===== config.mk =====
export PLATFORM = sky130hd
export DESIGN_NAME = wbsamplefifo
export DESIGN_NICKNAME = d
export VERILOG_FILES = /design/src/rtl/wbsamplefifo_pkg.sv /design/src/rtl/wbsamplefifo_sfifo.sv /design/src/rtl/wbsamplefifo.sv
export SDC_FILE = /design/constraint.sdc
export NUM_CORES = 1
export LEC_CHECK = 0
export BUFFER_PORTS_ARGS = -buffer_cell sky130_fd_sc_hd__buf_2
export CAP_MARGIN = 20
export CORE_UTILIZATION = 28
export DETAILED_ROUTE_END_ITERATION = 8
export GPL_TIMING_DRIVEN = 0
export HOLD_SLACK_MARGIN = 0.12
export SETUP_SLACK_MARGIN = 0.02
export SKIP_CTS_REPAIR_TIMING = 1
export SYNTH_ARGS = -nofsm -noshare
export SYNTH_HDL_FRONTEND = slang
export SYNTH_SLANG_ARGS = --single-unit

===== constraint.sdc =====
create_clock -name i_clk -period 8.8 [get_ports i_clk]
set_input_delay 1.76 -clock i_clk [delete_from_list [all_inputs] [get_ports i_clk]]
set_output_delay 1.76 -clock i_clk [all_outputs]
set_load 0.01 [all_outputs]

===== src/rtl/wbsamplefifo_pkg.sv =====
// Shared register map and bit positions for the Wishbone sample FIFO.
package wbsamplefifo_pkg;

    localparam logic [1:0] ADDR_DATA   = 2'd0;
    localparam logic [1:0] ADDR_STATUS = 2'd1;
    localparam logic [1:0] ADDR_CTRL   = 2'd2;
    localparam logic [1:0] ADDR_THRESH = 2'd3;

    localparam int ST_EMPTY   = 0;
    localparam int ST_FULL    = 1;
    localparam int ST_OVF     = 2;
    localparam int ST_UNF     = 3;
    localparam int ST_CNT_LSB = 8;

    localparam int CTRL_CLR        = 0;
    localparam int CTRL_CLR_STICKY = 1;
    localparam int CTRL_IE         = 2;

endpackage


===== src/rtl/wbsamplefifo_sfifo.sv =====
// Single-clock FIFO with explicit count; read data is the head word, valid whenever not empty.
module wbsamplefifo_sfifo #(
    parameter int LGFIFO = 4,
    parameter int DW     = 32
) (
    input  logic              clk,
    input  logic              rst_n,
    input  logic              clr,
    input  logic              wr,
    input  logic [DW-1:0]     wr_data,
    input  logic              rd,
    output logic [DW-1:0]     rd_data,
    output logic [LGFIFO:0]   count,
    output logic              full,
    output logic              empty
);

    localparam logic [LGFIFO:0] DEPTH = {1'b1, {LGFIFO{1'b0}}};

    logic [DW-1:0]     mem [2**LGFIFO];
    logic [LGFIFO-1:0] wr_ptr, rd_ptr;
    logic              do_wr, do_rd;

    assign full    = (count == DEPTH);
    assign empty   = (count == '0);
    assign do_wr   = wr & ~full;
    assign do_rd   = rd & ~empty;
    assign rd_data = mem[rd_ptr];

    always_ff @(posedge clk) begin
        if (!rst_n || clr) begin
            wr_ptr <= '0;
            rd_ptr <= '0;
            count  <= '0;
        end else begin
            if (do_wr) wr_ptr <= wr_ptr + 1'b1;
            if (do_rd) rd_ptr <= rd_ptr + 1'b1;
            case ({do_wr, do_rd})
                2'b10:   count <= count + 1'b1;
                2'b01:   count <= count - 1'b1;
                default: ;
            endcase
        end
    end

    // Storage is not reset; the pointers alone define what is valid.
    always_ff @(posedge clk) begin
        if (do_wr) mem[wr_ptr] <= wr_data;
    end

endmodule


===== src/rtl/wbsamplefifo.sv =====
// Wishbone pipelined slave buffering host samples in a FIFO with status/control registers.
// Optional WBSFIFO_ERR_EN: write-when-full / read-when-empty answer with o_wb_err.
module wbsamplefifo
    import wbsamplefifo_pkg::*;
#(
    parameter int LGFIFO = 4,
    parameter int DW     = 32
) (
    input  logic          i_clk,
    input  logic          i_rst_n,
    input  logic          i_wb_cyc,
    input  logic          i_wb_stb,
    input  logic          i_wb_we,
    input  logic [1:0]    i_wb_addr,
    input  logic [DW-1:0] i_wb_data,
    output logic          o_wb_ack,
    output logic          o_wb_stall,
    output logic          o_wb_err,
    output logic [DW-1:0] o_wb_data,
    output logic          o_int
);

    logic              accept, is_data;
    logic              wr_req, rd_req, bad_wr, bad_rd;
    logic              ctrl_wr, thresh_wr, fifo_clr;
    logic [DW-1:0]     fifo_rd_data, rdata, data_q;
    logic [LGFIFO:0]   count, thresh;
    logic              full, empty, ovf, unf, ie, ack_q;

    assign accept    = i_wb_cyc & i_wb_stb;
    assign is_data   = (i_wb_addr == ADDR_DATA);
    assign wr_req    = accept &  i_wb_we & is_data;
    assign rd_req    = accept & ~i_wb_we & is_data;
    assign bad_wr    = wr_req & full;
    assign bad_rd    = rd_req & empty;
    assign ctrl_wr   = accept & i_wb_we & (i_wb_addr == ADDR_CTRL);
    assign thresh_wr = accept & i_wb_we & (i_wb_addr == ADDR_THRESH);
    assign fifo_clr  = ctrl_wr & i_wb_data[CTRL_CLR];

    wbsamplefifo_sfifo #(.LGFIFO(LGFIFO), .DW(DW)) u_sfifo (
        .clk     (i_clk),
        .rst_n   (i_rst_n),
        .clr     (fifo_clr),
        .wr      (wr_req),
        .wr_data (i_wb_data),
        .rd      (rd_req),
        .rd_data (fifo_rd_data),
        .count   (count),
        .full    (full),
        .empty   (empty)
    );

    always_comb begin
        rdata = '0;
        case (i_wb_addr)
            ADDR_DATA:   if (!empty) rdata = fifo_rd_data;
            ADDR_STATUS: begin
                rdata[ST_EMPTY] = empty;
                rdata[ST_FULL]  = full;
                rdata[ST_OVF]   = ovf;
                rdata[ST_UNF]   = unf;
                rdata[ST_CNT_LSB +: LGFIFO+1] = count;
            end
            ADDR_CTRL:   rdata[CTRL_IE] = ie;
            default:     rdata[LGFIFO:0] = thresh;
        endcase
    end

    always_ff @(posedge i_clk) begin
        if (!i_rst_n) begin
            ack_q  <= 1'b0;
            data_q <= '0;
            ovf    <= 1'b0;
            unf    <= 1'b0;
            ie     <= 1'b0;
            thresh <= '0;
            o_int  <= 1'b0;
        end else begin
`ifdef WBSFIFO_ERR_EN
            ack_q  <= accept & ~(bad_wr | bad_rd);
`else
            ack_q  <= accept;
`endif
            data_q <= (accept && !i_wb_we) ? rdata : '0;
            if (ctrl_wr && i_wb_data[CTRL_CLR_STICKY]) begin
                ovf <= 1'b0;
                unf <= 1'b0;
            end else begin
                if (bad_wr) ovf <= 1'b1;
                if (bad_rd) unf <= 1'b1;
            end
            if (ctrl_wr)   ie     <= i_wb_data[CTRL_IE];
            if (thresh_wr) thresh <= i_wb_data[LGFIFO:0];
            o_int <= ie & (((thresh != '0) && (count >= thresh)) | ovf | unf);
        end
    end

`ifdef WBSFIFO_ERR_EN
    logic err_q;
    always_ff @(posedge i_clk) begin
        if (!i_rst_n) err_q <= 1'b0;
        else          err_q <= bad_wr | bad_rd;
    end
    assign o_wb_err = err_q & i_wb_cyc;
`else
    assign o_wb_err = 1'b0;
`endif

    // Dropping cyc in the response cycle abandons the reply, not the side effects.
    assign o_wb_ack   = ack_q & i_wb_cyc;
    assign o_wb_data  = o_wb_ack ? data_q : '0;
    assign o_wb_stall = 1'b0;

endmodule


==> results of run 1 <==
cell type report:
| cell class | count | area (um^2) | area share [%] |
|---|---|---|---|
| Buffer | 68 | 333 | 1.27 |
| Clock buffer | 67 | 1470 | 5.63 |
| Clock inverter | 36 | 350 | 1.34 |
| Inverter | 11 | 41.3 | 0.158 |
| Multi-Input combinational cell | 470 | 5340 | 20.4 |
| Sequential cell | 571 | 16600 | 63.3 |
| Tap cell | 1040 | 1300 | 4.97 |
| Timing Repair Buffer | 97 | 772 | 2.95 |
state kept, by name (all words and copies together), names as in the netlist, named ones only:
register,flops
ie,1
thresh,5
u_sfifo.wr_ptr,4
u_sfifo.mem,512
u_sfifo.count,5
unf,1
u_sfifo.rd_ptr,4
ovf,1
data_q,32
o_int,1
ack_q,1
placed cells by master (no fill, tap or decap), types with 10 or more instances in the layout:
cell type / Yosys / final
and3_1: 33 / 33
clkbuf_1: 35 / 43
buf_2: 13 / 84
clkinv_1: 0 / 10
inv_1: 11 / 11
mux4_2: 129 / 129
edfxtp_1: 512 / 512
a211oi_1: 45 / 45
nand3_1: 11 / 11
nor2_1: 38 / 26
o21ai_0: 16 / 16
buf_4: 16 / 18
dfxtp_1: 59 / 59
buf_6: 0 / 11
nand2_1: 26 / 26
clkinv_2: 0 / 14
a21oi_1: 25 / 25
nor2b_1: 30 / 30
mux2i_1: 41 / 41
ha_1: 13 / 13
nor2_4: 0 / 12
clkbuf_16: 0 / 56
through the flow:
| stage | hold slack (ns) | setup slack, ns | std cells | cell area, um^2 | utilization (%) |
|---|---|---|---|---|---|
| 5_1_grt | 0.543 | 3.76 | 2360 | 26200 | 33.6 |
| 3_3_place_gp | 0.486 | 0.554 | 2231 | 23800 | 30.6 |
| 2_1_floorplan | 0.459 | 3.28 | 1120 | 22200 | - |
| 3_5_place_dp | 0.502 | 3.87 | 2257 | 24300 | 31.3 |
| 4_1_cts | 0.499 | 3.86 | 2360 | 26200 | 33.6 |
| 6_report | 0.504 | 3.84 | 2360 | 26200 | 33.6 |
power by group through the flow:
| stage | Sequential [mW] | Clock (mW) | Combinational, mW |
|---|---|---|---|
| 6_report | 2.95 | 2.37 | 0.0698 |
| 3_3_place_gp | 3.01 | 0 | 0.0650 |
| 4_1_cts | 2.95 | 2.41 | 0.0703 |
| 2_1_floorplan | 3.01 | 0 | 0.0196 |
| 5_1_grt | 2.95 | 2.51 | 0.0776 |
| 3_5_place_dp | 3.01 | 0 | 0.0703 |
worst register-to-register path: cells and delay by family, from the launching register on:
kind / cells / cell delay [ns]
DFF: 1 / 0.31
AOI/OAI and AO/OA: 2 / 0.13
adders and majority gates: 2 / 0.46
and+or+nand+nor: 5 / 1.77
buffers and inverters: 3 / 0.52
xor gates and xnor gates: 1 / 0.19
worst max path at each step:
stage / endpoint / slack (ns)
global placement: u_sfifo.mem[3][26] / 0.55
detailed placement: o_wb_data[23] / 3.87
global route: o_wb_data[23] / 3.76
CTS: o_wb_data[23] / 3.86
finish: o_wb_data[23] / 3.84
floorplan: u_sfifo.mem[3][0] / 3.28
kinds of logic (layout without fill, tap and decap cells):
kind of cell,count (synthesis),in the layout,share of synthesized area (%)
flops,571,571,74.7
buf+inv,79,279,1.69
compound gates,100,100,3.01
mux,179,179,15.4
simple gates,166,166,4.02
fa+ha+maj,13,13,0.734
xor+xnor,10,10,0.395
other cells,1,2,0.0169
per-layer routing:
| metal | part of all wire [%] | global-route usage, % |
|---|---|---|
| met3 | 6.0 | 2.34 |
| met1 | 43 | 17.1 |
| met5 | 0.027 | 0 |
| met4 | 1.8 | 3.31 |
| met2 | 49 | 21.8 |
==> flow_summary_export.csv, run 1 <==
group,metric,value,unit
logic_synthesis,synth_common_cells,"edfxtp_1, mux4_2, dfxtp_1",
power,switchingPower,1.08,mW
clock_network,cts-root-buf,"clkbuf_16",
hold_path,hold_end,"data_q[4]",
power,intPower,4.31,mW
logic_synthesis,async_flop_share,0,%
critical_path,critPathRequiredTime,7.04,ns
die,design.portCount,75,
logic_synthesis,yosysSeqAreaShare,74.7,%
logic_synthesis,netlist_instances,1119,
placement,dp_hpwl,34600,um
power,swShare,20.0,%
die,die_area,80300,um^2
timing,setup-tns-final,0,ns
detailed_routing,via_per_inst,4.75,
detailed_routing,routed_wl,52000,um
logic_synthesis,synth_top_area_share,69.4,%
critical_path,crit_path_start_kind,"input port",
critical_path,crit_path_start,"i_wb_cyc",
timing,fin_crit,4.96,ns
timing,clock.fmax,202,MHz
logic_synthesis,synth_edf_count,512,
grt,grt_max_degree,22,
clock_network,clkLatencyLatePin,0.62,ns
hold_path,hp-start,"thresh[4]",
logic_synthesis,ys.warnings.count,0,
detailed_routing,drt.antenna.violating_nets,0,
critical_path,cp_max_fo,10,
placement,port_buffers,71,
clock_network,htreeDepth,2,
critical_path,cp.depth,4,
timing,worst_slew_pin_slew,0.974,ns
power,power_frac_clock,43.9,%
final_layout,area_growth,18.1,%
timing,fin_crit_sh,56.3,%
grt,grt_pass1_vias,11600,
logic_synthesis,synth_area_leader_cell,"edfxtp_1",
critical_path,endpoint_kind,"output pin",
final_layout,diodes,0,
placement,place_congestion,0.857,
critical_path,worstRegToRegCells,13,
logic_synthesis,synth-seq-cells,571,
timing,rsz0062_at_grt,"no",
critical_path,ff2ff_setup_slack,5.30,ns
logic_synthesis,yosys.cell_count.top_type,"edfxtp_1",
clock_network,clock-sinks,571,
power,pwr-share-seq,54.8,%
timing,finClkSkew,0.0219,ns
critical_path,r2r_end,"u_sfifo.count[4]",
critical_path,path_class,"in -> out",
clock_network,cts_inserted_buffers,56,
hold_path,hp-class,"reg -> reg",
critical_path,reg2reg_from,"u_sfifo.count[1]",
power,irDropWorstVdd,169,uV
power,power_frac_comb,1.3,%
power,power,5.39,mW
final_layout,nFillCells,7357,
grt,grt_first_pass_wirelength,77400,um
die,die_w,283,um
timing,hold_viol,0,
timing,slew_headroom,35.0,%
timing,finalSetupViolations,0,
die,start_util,28.5,%
logic_synthesis,synth_top_flop_cell,"edfxtp_1",
critical_path,crit_buf_inv,3,
critical_path,slowest_delay,0.73,ns
detailed_routing,drt-initial-drc-count,879,
detailed_routing,wire_per_inst,22.0,um
detailed_routing,drtPass1Iterations,5,
grt,grt_antenna_before_repair,4,
die,die_h,283,um
clock_network,clockBufferDepth,3,
power,power.density,206,nW/um^2
power,leakage,8.22,nW
grt,overflow,0,
run_status,outcome,"finished clean",
logic_synthesis,yosys-top-cells-area,"edfxtp_1, mux4_2, dfxtp_1",
critical_path,crit_family,"buffers and inverters",
grt,grtUsageTotal,12.9,%
clock_network,clk_pin_slew,0.07,ns
die,fp-row-count,102,
logic_synthesis,avgSynthCellArea,19.8,um^2
logic_synthesis,syn_area,22200,um^2
final_layout,drive_above_1_share,28.0,%
hold_path,hold-path-cell-count,2,
final_layout,nets,1327,
detailed_routing,vias,11200,
run,max-cap-violations,0,
clock_network,cts_tree,"yes",
logic_synthesis,ys_types,45,
timing,maxSlewViolCount,0,
critical_path,crit_chain,"clkbuf_2 -> clkbuf_1 -> and3_1 -> buf_2",
critical_path,cp.arrival,3.20,ns
detailed_routing,route.detailed.drc,0,
critical_path,crit_slowest_cell,"clkbuf_1",
die,core,77800,um^2
No activity file was read; power rests on OpenSTA's default activity.
==> run 2: changes to the inputs <==
--- a/config.mk
+++ b/config.mk
@@ -5,6 +5,7 @@
 export SDC_FILE = /design/constraint.sdc
 export NUM_CORES = 1
 export LEC_CHECK = 0
+export ABC_AREA = 1
 export BUFFER_PORTS_ARGS = -buffer_cell sky130_fd_sc_hd__buf_2
 export CAP_MARGIN = 20
 export CORE_UTILIZATION = 28
==> constraint.sdc (replaced) <==
create_clock -name i_clk -period 4.15 [get_ports i_clk]
set_input_delay 0.83 -clock i_clk [delete_from_list [all_inputs] [get_ports i_clk]]
set_output_delay 0.83 -clock i_clk [all_outputs]
set_load 0.01 [all_outputs]
==> run 2 against run 1 <==
  * Wire length up 22%
  * Die area up 2.2%
  * Via count up 36%
  * Critical path depth up 1
  * Sequential share of layout area down 0.88 points
==> flow_summary_export.csv, run 2 <==
group,metric,value,unit
run_status,outcome,"finished clean",
hold_path,hp-start,"i_wb_stb",
detailed_routing,vias,15200,
critical_path,crit_path_start_kind,"input port",
timing,clock.fmax,310,MHz
critical_path,cp_max_fo,10,
logic_synthesis,yosys.cell_count.top_type,"edfxtp_1",
final_layout,layout_common_cells,"edfxtp_1, nor2_1, o21ai_0, nand2_1, nand3_1",
die,fp-row-count,103,
run,max-cap-violations,0,
logic_synthesis,yosys-top-cells-area,"edfxtp_1, nor2_1, dfxtp_1",
timing,rsz0062_at_grt,"no",
logic_synthesis,synth-seq-cells,571,
logic_synthesis,avgSynthCellArea,12.1,um^2
timing,finalSetupViolations,0,
hold_path,hold-path-cell-count,3,
final_layout,nFillCells,7706,
clock_network,clockBufferDepth,3,
detailed_routing,via_per_inst,4.91,
grt,overflow,0,
clock_network,cts-root-buf,"clkbuf_16",
die,die_w,286,um
power,irDropWorstVdd,296,uV
grt,grt_first_pass_wirelength,94200,um
timing,slew_headroom,39.7,%
critical_path,path_class,"in -> out",
critical_path,ff2ff_setup_slack,1.66,ns
timing,timing.hold.ws,0.474,ns
final_layout,multi_input_area,5320,um^2
placement,post_dp_cell_area,24800,um^2
clock_network,clkLatencyLatePin,0.63,ns
logic_synthesis,netlist_instances,1871,
critical_path,worstRegToRegCells,7,
power,power.density,426,nW/um^2
power,leakage,8.96,nW
final_layout,regArea,16600,um^2
logic_synthesis,ys.warnings.count,0,
hold_path,hold_end,"ack_q",
logic_synthesis,ys_types,35,
timing,hold_viol,0,
detailed_routing,drt-initial-drc-count,1332,
final_layout,largest_reg_flops,512,
timing,fin_ws,0.925,ns
placement,place_inst,3008,
critical_path,reg2reg_from,"u_sfifo.count[1]",
logic_synthesis,async_flop_share,0,%
final_layout,reg_top3,"u_sfifo.mem: 512 flops, data_q: 32 flops",
critical_path,critPathRequiredTime,3.32,ns
grt,grt_antenna_before_repair,7,
hold_path,hp-class,"in -> reg",
final_layout,fin_area,26500,um^2
logic_synthesis,synth_top_flop_cell,"edfxtp_1",
logic_synthesis,synth_top_area_share,67.9,%
critical_path,cp.arrival,2.40,ns
detailed_routing,drtPass1Iterations,7,
detailed_routing,routed_wl,63300,um
placement,port_buffers,70,
die,start_util,28.5,%
logic_synthesis,synth_area_leader_cell,"edfxtp_1",
logic_synthesis,yosysSeqAreaShare,73.1,%
critical_path,r2r_end,"u_sfifo.mem[14][11]",
logic_synthesis,syn_area,22700,um^2
timing,worst_slew_pin_slew,0.904,ns
timing,fin_crit_sh,77.7,%
clock_network,cts_inserted_buffers,53,
grt,grt_max_degree,23,
timing,fin_crit,3.23,ns
final_layout,final_common_cell,"edfxtp_1",
critical_path,endpoint_kind,"output pin",
die,die_h,286,um
die,core,79500,um^2
timing,maxSlewViolCount,0,
logic_synthesis,synth_edf_count,512,
placement,place_congestion,0.825,
logic_synthesis,synth_common_cells,"edfxtp_1, nor2_1, o21ai_0",
grt,grt_pass1_vias,15100,
final_layout,area_growth,17.1,%
final_layout,largest-register,"u_sfifo.mem",
detailed_routing,route.detailed.drc,0,
clock_network,clock-sinks,571,
timing,finClkSkew,0.0297,ns
clock_network,cts_tree,"yes",
die,design.portCount,75,
placement,dp_hpwl,42800,um
final_layout,layout.cells.non_filler,3103,
die,die_area,82100,um^2
final_layout,nets,2065,
placement,place_ws,0.793,ns
detailed_routing,wire_per_inst,20.4,um
clock_network,clk_pin_slew,0.06,ns
final_layout,drive_above_1_share,12.5,%
clock_network,htreeDepth,2,
grt,grtUsageTotal,15.3,%
detailed_routing,drt.antenna.violating_nets,0,
[run 2: changes by cell type in the layout (fill, tap and decap cells not counted), moves of 29 or more]
cell,delta
nor2b_1,-30
o22ai_1,+85
nand3_1,+132
inv_1,+60
nand2_1,+176
buf_2,+29
a211oi_1,-44
mux2i_1,-41
mux4_2,-129
nor2_1,+281
o21ai_0,+217
[run 2: how the worst max path moves through the flow]
stage / end / slack [ns] / from
6_report: o_wb_data[12] / 0.92 / i_wb_cyc
5_1_grt: o_wb_data[12] / 0.78 / i_wb_cyc
4_1_cts: o_wb_data[12] / 0.79 / i_wb_cyc
3_5_place_dp: o_wb_data[12] / 0.79 / i_wb_cyc
3_3_place_gp: u_sfifo.mem[14][16] / -1.05 / i_wb_cyc
2_1_floorplan: u_sfifo.mem[0][0] / 0.80 / i_wb_addr[1]
[run 2: cell families after synthesis]
| family | share of synthesized area, % |
|---|---|
| compound gates | 9.02 |
| xor+xnor | 0.193 |
| fa+ha+maj | 0.718 |
| buf+inv | 3.98 |
| flops | 73.1 |
| other cells | 0.0166 |
| simple gates | 13.0 |
[run 2: cell type report]
| cell class | instances | share of cell area [%] |
|---|---|---|
| Inverter | 80 | 1.14 |
| Tap cell | 1050 | 4.95 |
| Buffer | 114 | 2.25 |
| Multi-Input combinational cell | 1107 | 20.1 |
| Clock inverter | 32 | 1.31 |
| Antenna cell | 1 | 0.00943 |
| Clock buffer | 62 | 5.12 |
| Timing Repair Buffer | 86 | 2.78 |
| Sequential cell | 571 | 62.4 |
[run 2: critical path: stages]
cell and delay, ns:
buf_2 0.11, nand2_1 0.39, clkbuf_1 0.72, nor2_1 0.15, buf_2 0.19
[run 2: stage by stage]
| step | util, % | TNS [ns] | power [mW] |
|---|---|---|---|
| 3_5_place_dp | 31.2 | 0 | 6.57 |
| 4_1_cts | 33.4 | 0 | 11.4 |
| 3_3_place_gp | 30.6 | -407.13 | 6.56 |
| 5_1_grt | 33.4 | 0 | 11.6 |
| 6_report | 33.4 | 0 | 11.3 |
| 2_1_floorplan | - | 0 | 6.45 |
[run 2: routing by layer]
metal | GRT usage [%] | part of all wire, % | up-vias | wire length (um)
li1 | - | - | 6969 | -
met1 | 18.8 | 40 | 7536 | 25300
met2 | 26.2 | 49 | 556 | 31300
met3 | 2.18 | 6.1 | 162 | 3860
met4 | 7.41 | 4.3 | 10 | 2740
met5 | 0 | 0.11 | - | 68
[run 2: report_power, final]
group          switching (mW)  internal (mW)  leakage [nW]
combinational           0.140         0.0397          3.05
clock                    2.13           2.72         0.826
sequential            0.00484           6.26          5.08
total                    2.28           9.02          8.96
